File: src/rtl/accum_rr_sched.sv
// Round-robin arbiter sharing one wrap-around accumulator among NUM_REQ requesters.
// Each transaction takes grant -> latch -> add, and is acknowledged with a one-cycle ack.
//
// state | meaning
// IDLE  | no transaction; arbitrate among req & ~ack
// LATCH | winner granted; capture its operand, or abort if req withdrawn
// ADD   | accumulate the latched operand, issue ack, advance priority pointer
module accum_rr_sched #(
  parameter int NUM_REQ = 4,
  parameter int DATA_W  = 32
) (
  input  logic                      CLK,
  input  logic                      RST,
  input  logic [NUM_REQ-1:0]        req,
  input  logic [NUM_REQ*DATA_W-1:0] value_flat,
  input  logic                      clear,
  output logic [NUM_REQ-1:0]        gnt,
  output logic [NUM_REQ-1:0]        ack,
  output logic                      busy,
  output logic [DATA_W-1:0]         acc_out,
  output logic                      ovf,
  output logic [7:0]                led
);

  localparam int              IW        = (NUM_REQ > 1) ? $clog2(NUM_REQ) : 1;
  localparam logic [IW:0]     N_W       = (IW+1)'(NUM_REQ);
  localparam logic [IW-1:0]   LAST_INIT = IW'(NUM_REQ - 1);

  typedef enum logic [1:0] {IDLE, LATCH, ADD} state_t;

  state_t              state;
  logic [IW-1:0]       idx;
  logic [IW-1:0]       last;
  logic [IW-1:0]       winner;
  logic                found;
  logic [NUM_REQ-1:0]  eff_req;
  logic [IW:0]         pos;
  logic [DATA_W-1:0]   operand;
  logic [DATA_W:0]     sum;
  logic [DATA_W-1:0]   vals [NUM_REQ];

  always_comb begin
    for (int i = 0; i < NUM_REQ; i++) begin
      vals[i] = value_flat[i*DATA_W +: DATA_W];
    end
  end

  // Search last+1, last+2, ... modulo NUM_REQ; a requester is masked while its ack is visible.
  always_comb begin
    eff_req = req & ~ack;
    winner  = '0;
    found   = 1'b0;
    pos     = '0;
    for (int k = 1; k <= NUM_REQ; k++) begin
      pos = {1'b0, last} + (IW+1)'(k);
      if (pos >= N_W) pos = pos - N_W;
      if (!found && eff_req[pos[IW-1:0]]) begin
        found  = 1'b1;
        winner = pos[IW-1:0];
      end
    end
  end

  assign sum = {1'b0, acc_out} + {1'b0, operand};

  always_ff @(posedge CLK) begin
    if (RST) begin
      state   <= IDLE;
      gnt     <= '0;
      ack     <= '0;
      acc_out <= '0;
      ovf     <= 1'b0;
      last    <= LAST_INIT;
      idx     <= '0;
      operand <= '0;
    end else begin
      ack <= '0;
      case (state)
        IDLE: begin
          if (found) begin
            gnt   <= NUM_REQ'(1) << winner;
            idx   <= winner;
            state <= LATCH;
          end
        end
        LATCH: begin
          if (req[idx]) begin
            operand <= vals[idx];
            state   <= ADD;
          end else begin
            gnt   <= '0;
            state <= IDLE;
          end
        end
        ADD: begin
          acc_out <= sum[DATA_W-1:0];
          ovf     <= ovf | sum[DATA_W];
          ack     <= NUM_REQ'(1) << idx;
          gnt     <= '0;
          last    <= idx;
          state   <= IDLE;
        end
        default: begin
          gnt   <= '0;
          state <= IDLE;
        end
      endcase
      // clear wins over a same-cycle add; the ack above is still issued
      if (clear) begin
        acc_out <= '0;
        ovf     <= 1'b0;
      end
    end
  end

  assign busy = (state != IDLE);
  assign led  = acc_out[23:16];

endmodule

File: config.mk
export PLATFORM = sky130hd
export DESIGN_NAME = accum_rr_sched
export DESIGN_NICKNAME = d
export VERILOG_FILES = /design/src/rtl/accum_rr_sched.sv
export SDC_FILE = /design/constraint.sdc
export NUM_CORES = 1
export LEC_CHECK = 0
export BUFFER_PORTS_ARGS = -buffer_cell sky130_fd_sc_hd__buf_2
export CORE_MARGIN = 2
export CORE_UTILIZATION = 25
export DETAILED_ROUTE_END_ITERATION = 10
export PLACE_DENSITY = 0.45
export RECOVER_POWER = 100
export SLEW_MARGIN = 20
export SYNTH_ARGS = -nofsm -noshare
export SYNTH_HDL_FRONTEND = slang
export SYNTH_SLANG_ARGS = --single-unit
File: constraint.sdc
create_clock -name CLK -period 2.6 [get_ports CLK]
set_input_delay 0.39 -clock CLK [delete_from_list [all_inputs] [get_ports CLK]]
set_output_delay 0.39 -clock CLK [all_outputs]
set_load 0.03 [all_outputs]
==> results of run 1 <==
-- logic make-up (layout without fill, tap and decap cells) --
kind of cell,after synthesis,in the layout,synth area share
muxes,35,35,0.139
AOI/OAI and AO/OA,193,193,0.229
adders and majority gates,33,33,0.0777
buffers and inverters,60,239,0.0545
xor gates and xnor gates,14,14,0.0227
DFF,79,79,0.292
and+or+nand+nor,222,222,0.185
-- report_power, final --
group / total, uW / switching [uW] / internal (uW)
sequential: 1310 / 43.0 / 1260
clock: 1280 / 544 / 735
combinational: 647 / 336 / 311
-- layer usage --
metal,global-route usage,wire length (microns)
met3,0.0307,708
met2,0.266,8490
met4,0.0430,208
met5,0,0
met1,0.201,8040
-- cell usage in the layout (no fill, tap or decap), types with 3 or more instances in the layout --
| cell type | instances |
|---|---|
| buf_2 | 135 |
| buf_4 | 14 |
| xnor2_1 | 7 |
| clkinvlp_4 | 3 |
| nand3_1 | 9 |
| mux4_2 | 32 |
| clkbuf_2 | 3 |
| or2_2 | 4 |
| a21o_1 | 14 |
| a31oi_1 | 4 |
| a21oi_1 | 77 |
| o21bai_1 | 3 |
| o21a_1 | 9 |
| nand3b_1 | 5 |
| clkbuf_16 | 9 |
| nand4_1 | 7 |
| inv_1 | 18 |
| dfxtp_1 | 78 |
| a32o_1 | 3 |
| a22oi_1 | 4 |
| ha_1 | 32 |
| o2111ai_1 | 3 |
| o21ai_0 | 33 |
| nor3_1 | 9 |
| xor2_1 | 7 |
| o211ai_1 | 9 |
| nand2b_1 | 5 |
| nor2_1 | 36 |
| nand2_1 | 122 |
| nor2b_1 | 8 |
| a211oi_1 | 6 |
| clkbuf_1 | 53 |
-- through the flow --
stage,worst slack [ns],total power [uW],instance area (sq um),hold slack (ns),util
floorplan,0.0105,1770,5410,0.440,-
global placement,0.0671,1990,6620,0.452,0.313
detailed placement,0.0150,2000,6620,0.456,0.313
CTS,0.0912,3290,6920,0.448,0.327
global route,0.0143,3390,6830,0.477,0.323
finish,0.143,3230,6830,0.448,0.323
-- registers in the layout, summed over array words and instances (netlist names) --
signal and count:
gnt 4, acc_out 32, ack 4, state 2, last 2, ovf 1
idx 2, operand 32
-- timing repair --
item                                    4_1_cts  5_1_grt
hold endpoints to repair                      0        0
endpoints found under the setup margin        1        3
pin swaps                                     0        3
resized for setup                             1        0
-- final cells by class --
class                      instances  area (sq um)
clock buffer                       9           225
multi-input combinational        497          3540
sequential                        79          1580
clock inverter                     6          62.6
fill                            2286         14300
inverter                          18          67.6
tap                              275           344
timing repair buffer             206          1000
-- worst paths after layout --
| path | cells after the start | end |
|---|---|---|
| worst min-delay path | 2 | operand[23] |
| worst min register to register | 2 | operand[19] |
| worst max register to register | 9 | acc_out[30] |
| worst max-delay path | 9 | acc_out[30] |
==> flow_metrics.tcl, run 1 <==
set metrics [dict create \
    synth_area_leaders "dfxtp_1, mux4_2, nand2_1, ha_1, a21oi_1" \
    die_w_microns 151 \
    yosysUniqueCellTypes 68 \
    n_antenna_cell 0 \
    max_clock_freq_mhz 407 \
    dr.first_iter.drc_count 305 \
    slew_viol_final 0 \
    rows 53 \
    cts_hold_buf 0 \
    hold_class "input pin to flop" \
    dp_cells 1075 \
    post_cts_buffers 0 \
    finalWirelength_mm 17.4 \
    cts_tree "done" \
    syn_area_per_cell_sq_um 8.51 \
    die_height_microns 151 \
    drc 0 \
    fin_crit_sh 0.945 \
    synth_cells 636 \
    setup_viol 0 \
    crit_chain "ha_1 -> fa_1 -> a211oi_2 -> nor3_2 -> nor2_1 -> o311ai_4 -> a311o_2 -> o21a_1 -> o211ai_1" \
    final_hold_viol_count 0 \
    tightestPinTransition_ns 1.20 \
    skew_ns 0.00663 \
    syn-num-nets 804 \
    end_kind "flop" \
    core_sq_um 21200 \
    clock_sinks 79 \
    yosys.area.top_type "dfxtp_1" \
    port_buffers 184 \
    ys_async_sr_fraction 0 \
    num-nets-final 979 \
    drtAntennaViolNets 0 \
    synth_edf_count 0 \
    drive_gt1_frac 0.267 \
    yosysMostFrequentCell "nand2_1" \
    dr.pass1.iters 4 \
    start_kind "flop" \
    dp_hpwl_mm 13.7 \
    cts-htree-levels 3 \
    finalSetupTns_ns 0 \
    clock_path_buffers 2 \
    ios 185 \
    grt_antenna_before_repair 0 \
    wl_per_cell_microns 16.0 \
    crit_path_top_delay_cell "fa_1" \
    grt_pass1_wl_mm 27.8 \
    cp.required_ns 2.87 \
    finalNonFillerCells 1090 \
    powerDensity_nw_per_um2 474 \
    cp_num_buf_inv 0 \
    synth_flop_cell "dfxtp_1" \
    path_delay_family "compound AO/OA/AOI/OAI gates" \
    netlist_top_cells_count "nand2_1, dfxtp_1, a21oi_1" \
    status "finished clean" \
    grtUsageTotal 0.156 \
    routabilityCongestion 0.821 \
    grt_pass1_vias 5357 \
    seq_area_frac_synth 0.292 \
    crit_arrival_ns 2.73 \
    hold_start "RST" \
    peakVddDrop_uv 301 \
    vias 5288 \
    syn-cell-area_sq_um 5410 \
    relSlewSlack 0.197 \
    grt_remaining_overflow 0 \
    crit_fanout 4 \
    initial_core_util 0.256 \
    crit_start "acc_out[0]" \
    die_area_sq_um 22800 \
    yosysWarnings 0 \
    grt_max_degree 35 \
    synth_top_cell_area_share 0.292 \
    yosys_register_bits 79 \
    cts_inserted_buffers 9 \
    critPathMaxStageDelay_ns 0.40 \
    viasPerCell 4.85 \
    area_growth_pct 26.1 \
    reg2reg_from "acc_out[0]" \
    cts_root_buf "clkbuf_16" \
    path_clk_slew_ns 0.06 \
    rsz0062_at_grt "false" \
    leakagePower_uw 0.00280 \
    clk_latency_ns 0.35 \
    fin_crit_ns 2.46 \
    worstSetupPathType "flop to flop" \
    r2r_slack_ns 0.14 \
    maxCapViolations 0 \
]
Note: power is estimated with default switching activity, not from simulation.
==> run 2, diff against run 1 <==
--- a/config.mk
+++ b/config.mk
@@ -6,10 +6,12 @@
 export NUM_CORES = 1
 export LEC_CHECK = 0
 export BUFFER_PORTS_ARGS = -buffer_cell sky130_fd_sc_hd__buf_2
+export CELL_PAD_IN_SITES_DETAIL_PLACEMENT = 2
+export CELL_PAD_IN_SITES_GLOBAL_PLACEMENT = 2
 export CORE_MARGIN = 2
 export CORE_UTILIZATION = 25
 export DETAILED_ROUTE_END_ITERATION = 10
-export PLACE_DENSITY = 0.45
+export PLACE_DENSITY = 0.72
 export RECOVER_POWER = 100
 export SLEW_MARGIN = 20
 export SYNTH_ARGS = -nofsm -noshare
==> run 2 against run 1 <==
Against the previous run: final cell count increased by 0.18%; combinational power increased by 2%; final area increased by 1.1%; sequential cell count unchanged; global-route usage increased by 2.4 points; critical path type unchanged; die area unchanged.
==> flow_metrics.tcl, run 2 (synthesis results as in run 1) <==
set metrics [dict create \
    status "finished clean" \
    crit_arrival_ns 2.86 \
    relSlewSlack 0.472 \
    clock_path_buffers 2 \
    place_ws_ns -0.0621 \
    grt_pass1_wl_mm 32.2 \
    die_w_microns 151 \
    switching_power_uw 957 \
    worstSetupPathType "flop to flop" \
    setup_ws_ns 0.0134 \
    grt_max_degree 34 \
    powerDensity_nw_per_um2 489 \
    reg2reg_from "acc_out[0]" \
    grt_remaining_overflow 0 \
    hold_class "input pin to flop" \
    die_height_microns 151 \
    grt_pass1_vias 6201 \
    rows 53 \
    grt_antenna_before_repair 0 \
    setup_viol 0 \
    regArea_sq_um 1580 \
    peakVddDrop_uv 277 \
    hold_start "RST" \
    crit_path_top_delay_cell "fa_2" \
    cp.required_ns 2.87 \
    multi_input_area_sq_um 3570 \
    end_kind "flop" \
    core_sq_um 21200 \
    slew_viol_final 0 \
    critPathMaxStageDelay_ns 0.38 \
    drive_gt1_frac 0.277 \
    wl_per_cell_microns 18.5 \
    fin_crit_sh 0.995 \
    grtUsageTotal 0.180 \
    tightestPinTransition_ns 0.793 \
    num-nets-final 979 \
    clk_latency_ns 0.35 \
    initial_core_util 0.256 \
    hold_ws_ns 0.316 \
    p_comb_frac 0.196 \
    drc 0 \
    port_buffers 184 \
    critPathMostFrequentCell "o21ai_0" \
    clock_sinks 79 \
    path_clk_slew_ns 0.07 \
    fillers 2473 \
    reg_top3 "acc_out x32, operand x32" \
    cts_hold_buf 0 \
    max_clock_freq_mhz 387 \
    routabilityCongestion 0.768 \
    dp_hpwl_mm 15.8 \
    ios 185 \
    r2r_slack_ns 0.01 \
    fin_crit_ns 2.59 \
    cts_root_buf "clkbuf_16" \
    crit_chain "ha_2 -> fa_2 -> a211oi_2 -> nor3_2 -> clkbuf_4 -> o21ai_0 -> a21boi_0 -> o21ai_0 -> nand3b_1 -> a21oi_1" \
    cts_tree "done" \
    leakagePower_uw 0.00283 \
    cts_inserted_buffers 9 \
    final_hold_viol_count 0 \
    drtAntennaViolNets 0 \
    cts-htree-levels 3 \
    skew_ns 0.00899 \
    p_sw_frac 0.284 \
    power_frac_clock 0.417 \
    crit_start "acc_out[0]" \
    area_growth_pct 27.5 \
    path_delay_family "compound AO/OA/AOI/OAI gates" \
    dr.pass1.iters 4 \
    dr.first_iter.drc_count 218 \
    cp.depth 10 \
    viasPerCell 5.12 \
    vias 5586 \
    die_area_sq_um 22800 \
    cp_num_buf_inv 1 \
    maxCapViolations 0 \
    seqPwrFrac 0.387 \
    finalWirelength_mm 20.2 \
    p_int_uw 2420 \
    start_kind "flop" \
    crit_fanout 3 \
    crit_path_end "acc_out[10]" \
    final_common_cell "buf_2" \
    r2r_end "acc_out[10]" \
    layout_common_cells "buf_2, nand2_1, dfxtp_1, a21oi_1, clkbuf_1" \
    rr_worst_depth 10 \
]
==> run 2: worst register-to-register path, delay by kind of cell, from the launching register on <==
family | cells | cell delay (ns)
buffers and inverters | 1 | 0.15
flip-flops | 1 | 0.33
AO/OA/AOI/OAI | 5 | 1.20
AND/OR/NAND/NOR | 2 | 0.25
adder cells (fa/ha/maj) | 2 | 0.58
==> run 2: cell type report <==
| cell class | count | area share |
|---|---|---|
| Multi-Input combinational cell | 497 | 0.517 |
| Sequential cell | 79 | 0.229 |
| Timing Repair Buffer | 206 | 0.147 |
| Tap cell | 275 | 0.0499 |
| Clock buffer | 9 | 0.0326 |
| Clock inverter | 7 | 0.0140 |
| Inverter | 18 | 0.00979 |
| Antenna cell | 1 | 0.000363 |
==> run 2: through the flow <==
step,power [uW],cells,instance area [sq um],setup TNS [ns],utilization
final,3370,1092,6900,0,0.326
after global routing,3540,1091,6900,-0.0470,0.326
after CTS,3440,1089,6940,0,0.328
after detailed placement,2010,1073,6610,-0.0988,0.312
after global placement,1990,1073,6610,0,0.312
after floorplan,1770,636,5410,0,-
==> run 2: worst min path at each step <==
stage | to | slack (ns) | depth (start not counted)
after floorplan | operand[0] | 0.44 | 2
after global placement | operand[16] | 0.45 | 2
after detailed placement | operand[29] | 0.46 | 2
after CTS | operand[21] | 0.30 | 2
after global routing | operand[22] | 0.33 | 2
final | operand[21] | 0.32 | 2
==> run 2: layer usage <==
| metal | up-vias | part of all wire | track usage |
|---|---|---|---|
| li1 | 2674 | - | - |
| met5 | - | 0 | 0 |
| met4 | 0 | 0.018 | 0.0551 |
| met2 | 111 | 0.50 | 0.313 |
| met1 | 2775 | 0.45 | 0.230 |
| met3 | 26 | 0.037 | 0.0298 |
==> run 2: timing repair <==
item,4_1_cts,5_1_grt
endpoints found under the hold margin,0,0
endpoints found under the setup margin,4,8
resized for setup,1,7
setup buffers,0,2
pin swaps,0,5
==> run 2: power groups by stage <==
stage          Combinational (uW)  Clock [uW]  Sequential [uW]
6_report                      663        1410             1310
5_1_grt                       738        1490             1310
4_1_cts                       679        1450             1310
3_5_place_dp                  673           0             1340
3_3_place_gp                  659           0             1330
2_1_floorplan                 442           0             1330
